**src/rtl/mem_arbiter.sv**
```systemverilog
// mem_arbiter: round-robin arbiter sharing one memory port between I-cache and D-cache,
// one transaction in flight, with a watchdog that aborts hung memory transactions.
module mem_arbiter #(
  parameter int ADDR_W      = 32,
  parameter int LINE_W      = 128,
  parameter int TIMEOUT_CYC = 255
) (
  input  logic              clk,
  input  logic              reset_n,
  input  logic              ireq_valid,
  input  logic [ADDR_W-1:0] ireq_addr,
  output logic              ireq_ready,
  output logic              irsp_valid,
  output logic [LINE_W-1:0] irsp_data,
  input  logic              dreq_valid,
  input  logic              dreq_write,
  input  logic [ADDR_W-1:0] dreq_addr,
  input  logic [LINE_W-1:0] dreq_wdata,
  output logic              dreq_ready,
  output logic              drsp_valid,
  output logic [LINE_W-1:0] drsp_data,
  output logic              mem_req,
  output logic              mem_we,
  output logic [ADDR_W-1:0] mem_addr,
  output logic [LINE_W-1:0] mem_wdata,
  input  logic              mem_ack,
  input  logic [LINE_W-1:0] mem_rdata,
  output logic              busy,
  output logic              timeout_err
);
  typedef enum logic {IDLE, BUSY} state_t;
  state_t      state_q;
  logic        last_d_q;
  logic        own_d_q;
  logic [15:0] cnt_q;
  logic        grant_d;
  // D wins when alone, or on a tie when I was served last
  assign grant_d = dreq_valid && (!ireq_valid || !last_d_q);
  always_ff @(posedge clk or negedge reset_n) begin
    if (!reset_n) begin
      state_q     <= IDLE;
      last_d_q    <= 1'b1;
      own_d_q     <= 1'b0;
      cnt_q       <= '0;
      ireq_ready  <= 1'b0;
      irsp_valid  <= 1'b0;
      irsp_data   <= '0;
      dreq_ready  <= 1'b0;
      drsp_valid  <= 1'b0;
      drsp_data   <= '0;
      mem_req     <= 1'b0;
      mem_we      <= 1'b0;
      mem_addr    <= '0;
      mem_wdata   <= '0;
      busy        <= 1'b0;
      timeout_err <= 1'b0;
    end else begin
      ireq_ready  <= 1'b0;
      dreq_ready  <= 1'b0;
      irsp_valid  <= 1'b0;
      drsp_valid  <= 1'b0;
      timeout_err <= 1'b0;
      if (state_q == IDLE) begin
        if (ireq_valid || dreq_valid) begin
          state_q    <= BUSY;
          busy       <= 1'b1;
          mem_req    <= 1'b1;
          own_d_q    <= grant_d;
          last_d_q   <= grant_d;
          cnt_q      <= '0;
          mem_we     <= grant_d && dreq_write;
          mem_addr   <= grant_d ? dreq_addr : ireq_addr;
          mem_wdata  <= grant_d ? dreq_wdata : mem_wdata;
          ireq_ready <= !grant_d;
          dreq_ready <= grant_d;
        end
      end else if (mem_ack || cnt_q == 16'(TIMEOUT_CYC - 1)) begin
        // ack has priority over the watchdog on the same edge
        state_q     <= IDLE;
        busy        <= 1'b0;
        mem_req     <= 1'b0;
        timeout_err <= !mem_ack;
        if (own_d_q) begin
          drsp_valid <= 1'b1;
          drsp_data  <= (mem_ack && !mem_we) ? mem_rdata : '0;
        end else begin
          irsp_valid <= 1'b1;
          irsp_data  <= mem_ack ? mem_rdata : '0;
        end
      end else if (cnt_q != '1) begin
        cnt_q <= cnt_q + 16'd1;
      end
    end
  end
endmodule

```
**config.mk**
```make
export PLATFORM = sky130hd
export DESIGN_NAME = mem_arbiter
export DESIGN_NICKNAME = d
export VERILOG_FILES = /design/src/rtl/mem_arbiter.sv
export SDC_FILE = /design/constraint.sdc
export NUM_CORES = 1
export LEC_CHECK = 0
export ABC_AREA = 1
export BUFFER_PORTS_ARGS = -buffer_cell sky130_fd_sc_hd__buf_2
export CORE_AREA = 4 4 291 293
export DETAILED_ROUTE_END_ITERATION = 6
export DIE_AREA = 0 0 295 297
export GPL_TIMING_DRIVEN = 0
export SETUP_SLACK_MARGIN = 0.4
export SYNTH_ARGS = -nofsm -noshare
export SYNTH_HDL_FRONTEND = slang
export SYNTH_SLANG_ARGS = --single-unit
```
**constraint.sdc**
```tcl
create_clock -name clk -period 2.3 [get_ports clk]
set_clock_uncertainty 0.05 [all_clocks]
set_input_delay 0.115 -clock clk [delete_from_list [all_inputs] [get_ports clk]]
set_output_delay 0.115 -clock clk [all_outputs]
set_load 0.05 [all_outputs]
```
==> flow_summary.yaml <==
logic_synthesis:
  syn_area_per_cell_sq_um: 8.755
  synth_compound_area_share_pct: 7.532
  synth-simple-area-share_pct: 25.54
  synthTopCellsByArea: "dfrtp_1 62%, nand2_1 23%, o21ai_1 6.7%, buf_6 1.6%, buf_2 1.4%"
  syn-num-nets: 2366
  yosysMostFrequentCell: "nand2_1"
  synth_top_area_share_pct: 61.85
  synth_edf_count: 0
  yosysTopAreaCell: "dfrtp_1"
  netlist_instances: 2038
  synth_area_sq_um: 17840
  synth_xor_xnor_area_share_pct: 0.1964
  synthTopCellsByCount: "1074 x nand2_1, 441 x dfrtp_1, 240 x o21ai_1, 49 x buf_2, 47 x nand3_1"
  synth_top_family_by_area: "simple AND/OR/NAND/NOR gates"
  ys_seq_elements: 442
  seq_area_frac_synth_pct: 62.00
  ys_types: 33
  synth_fa_ha_area_share_pct: 0.1403
  synthMuxAreaShare_pct: 0
  ys.flop_type: "dfrtp_1"
  yosys_warnings: 0
  async_flop_share_pct: 100.0
setup_path:
  cp.required_ns: 2.76
  critical_path_class: "reg2reg"
  start_kind: "register"
  crit_path_end_kind: "register"
  ff2ff_path_depth: 14
  critPathArrivalTime_ns: 2.53
  regToRegEndpoint: "irsp_data[9]$_DFFE_PN0P_"
  rr_startpoint: "cnt_q[0]$_DFFE_PN0P_"
  reg2reg_slack_ns: 0.23
  crit_fanout: 6
layout:
  register_area_sq_um: 11060
  drive_gt1_share_pct: 40.37
  multi_input_area_sq_um: 7261
  area_growth_pct: 76.34
  final_nets: 3574
  post-route-util_pct: 38.44
  fillers: 7984
job:
  maxCapViolations: 0
sta:
  tns_ns: 0
  fin_ws_ns: 0.2271
  min_period_ns: 2.073
  fmax_ghz: 0.4824
  rsz0062_at_grt: "yes"
  drv_slew: 0
  relSlewSlack_pct: 27.99
  timing.final.crit_share_pct: 90.13
  final_hold_viol_count: 0
  finalSetupViolCount: 0
  max_slew.worst_pin.slew_ns: 1.080
floorplanning:
  io_pins: 750
  coreArea_sq_um: 81850
  die_area_sq_um: 87620
  die_h_microns: 297
  dieWidth_microns: 295
  row_count: 105
  start_util_pct: 21.80
routing:
  vias: 19300
  drt_iter0_drc: 954
  drt-total-wl_mm: 90.21
  ant_nets: 0
  via_per_inst: 4.428
  drc: 0
  wl_per_cell_microns: 20.69
  firstDrtPassIters: 7
placed_design:
  dp_hpwl_mm: 60.00
  io_buffers: 749
  place_worst_setup_slack_ns: -0.8158
  globalplace.congestion: 0.8992
cts:
  clkTransAtPathRegs_ns: 0.06
  worstSkewPairLatency_ns: 0.60
  cts.sinks: 442
  cts_max_level: 2
  cts_tree: "done"
  root_buffer: "clkbuf_16"
  cts_made_buffers: 50
  ctsLongestPathBuffers: 3
global_routing:
  grt_start_max_net_pins: 117
  grt_overflow: 0
  first_global_vias: 19550
  grt_pass1_wl_mm: 125.6
  grt_antenna_before_repair: 6
  grt.total_usage_pct: 18.80
outcome:
  status: "finished clean"
power_and_ir_drop:
  seq_power_share_pct: 28.2
  intPower_mw: 22.90
  power_density_nw_per_um2: 1544
  p_total_mw: 48.57
  power.switching_mw: 25.67
  power_frac_comb_pct: 55.1
  p_clk_share_pct: 16.7
  p_leak_nw: 16.22
  switching_share_pct: 52.85
  peakVddDrop_mv: 1.089
min_path:
  min_path_type: "in2async"
-- metrics by stage --
step / cells / instance area [sq um] / hold slack, ns
after floorplan: 2038 / 17840 / -0.2306
final: 4359 / 31460 / 0.07098
after global placement: 3857 / 22930 / 0.2584
after detailed placement: 3861 / 23050 / 0.05377
after CTS: 4319 / 29530 / 0.004327
after global routing: 4355 / 31450 / 0.05955
-- worst max-delay path by stage --
stage | from | endpoint | slack (ns) | cells past startpoint
finish | cnt_q[0]$_DFFE_PN0P_ | irsp_data[9]$_DFFE_PN0P_ | 0.23 | 14
CTS | state_q$_DFF_PN0_ | mem_wdata[98]$_DFFE_PN0P_ | 0.21 | 7
global placement | reset_n | mem_wdata[19]$_DFFE_PN0P_ | -8.55 | 1
detailed placement | mem_we$_DFFE_PN0P_ | drsp_data[45]$_DFFE_PN0P_ | -0.82 | 5
floorplan | cnt_q[0]$_DFFE_PN0P_ | irsp_data[60]$_DFFE_PN0P_ | 0.58 | 13
global route | cnt_q[0]$_DFFE_PN0P_ | irsp_data[24]$_DFFE_PN0P_ | 0.10 | 15
-- final cells by class --
| class | count | share of cell area, % |
|---|---|---|
| flip-flops and latches | 442 | 35.16 |
| repair buffers | 1155 | 27.69 |
| multi-input cells | 1449 | 23.08 |
| clock buffers | 74 | 4.712 |
| plain buffers | 124 | 4.255 |
| well taps | 1070 | 4.255 |
| clock inverters | 17 | 0.5011 |
| inverters | 24 | 0.3102 |
| diodes | 4 | 0.03181 |
-- cell families after synthesis --
family | after synthesis
AOI/OAI and AO/OA | 266
xor gates and xnor gates | 4
adders and majority gates | 2
buffers and inverters | 148
DFF | 442
and+or+nand+nor | 1176
-- sequential cells by signal, summed over array words and instances, names as in the netlist, 16 cells and up --
signal / count
drsp_data: 128
irsp_data: 128
mem_addr: 32
cnt_q: 16
mem_wdata: 128
-- repair_timing --
item,CTS,global route
pin swaps,0,12
hold endpoints to repair,640,0
hold buffers,328,0
buffers inserted,15,14
setup endpoints to repair,421,434
resized for setup,223,378
cloned,24,22
-- power groups by stage --
stage / Clock, mW / Combinational (mW) / Sequential, mW
after floorplan: 0 / 4.05 / 25.3
after global placement: 0 / 23.1 / 13.2
after detailed placement: 0 / 23.2 / 13.3
after CTS: 8.35 / 25.0 / 13.2
after global routing: 8.64 / 28.0 / 14.0
final: 8.11 / 26.8 / 13.7
-- layer usage --
| metal | track usage (%) | part of all wire (%) | up-vias |
|---|---|---|---|
| li1 | - | - | 8880 |
| met1 | 21.68 | 38 | 9317 |
| met2 | 31.94 | 48 | 890 |
| met3 | 5.129 | 8.0 | 212 |
| met4 | 9.555 | 5.7 | 4 |
| met5 | 0 | 0.024 | - |
-- placed cells by master (no fill, tap or decap), types with 3 or more instances in the layout --
cell,n
buf_12,34
o21ai_0,6
inv_4,3
dfrtp_1,440
buf_6,12
nand2_2,87
clkbuf_16,72
nor2_1,35
buf_8,22
clkbuf_4,6
nand2_1,931
buf_4,16
dlygate4sd3_1,326
clkinv_2,12
buf_16,34
o21ai_2,152
nor3_1,3
nand4_1,4
inv_2,5
nand3_1,46
clkbuf_1,38
clkbuf_2,11
diode_2,4
o21ai_1,101
nand3_4,3
buf_2,767
inv_1,15
a21oi_1,3
clkbuf_8,13
nand2_4,58
-- critical path, stage by stage (launching register included) --
cell       delay [ns]
dfrtp_1          0.39
inv_2            0.08
ha_4             0.13
inv_2            0.03
nor2_2           0.06
nand2_1          0.07
nor2_1           0.13
nand2_2          0.10
nand2_4          0.11
nand3_4          0.10
buf_12           0.18
buf_12           0.13
buf_16           0.15
clkbuf_16        0.17
o21ai_2          0.12
Note: power is estimated with default switching activity, not from simulation.
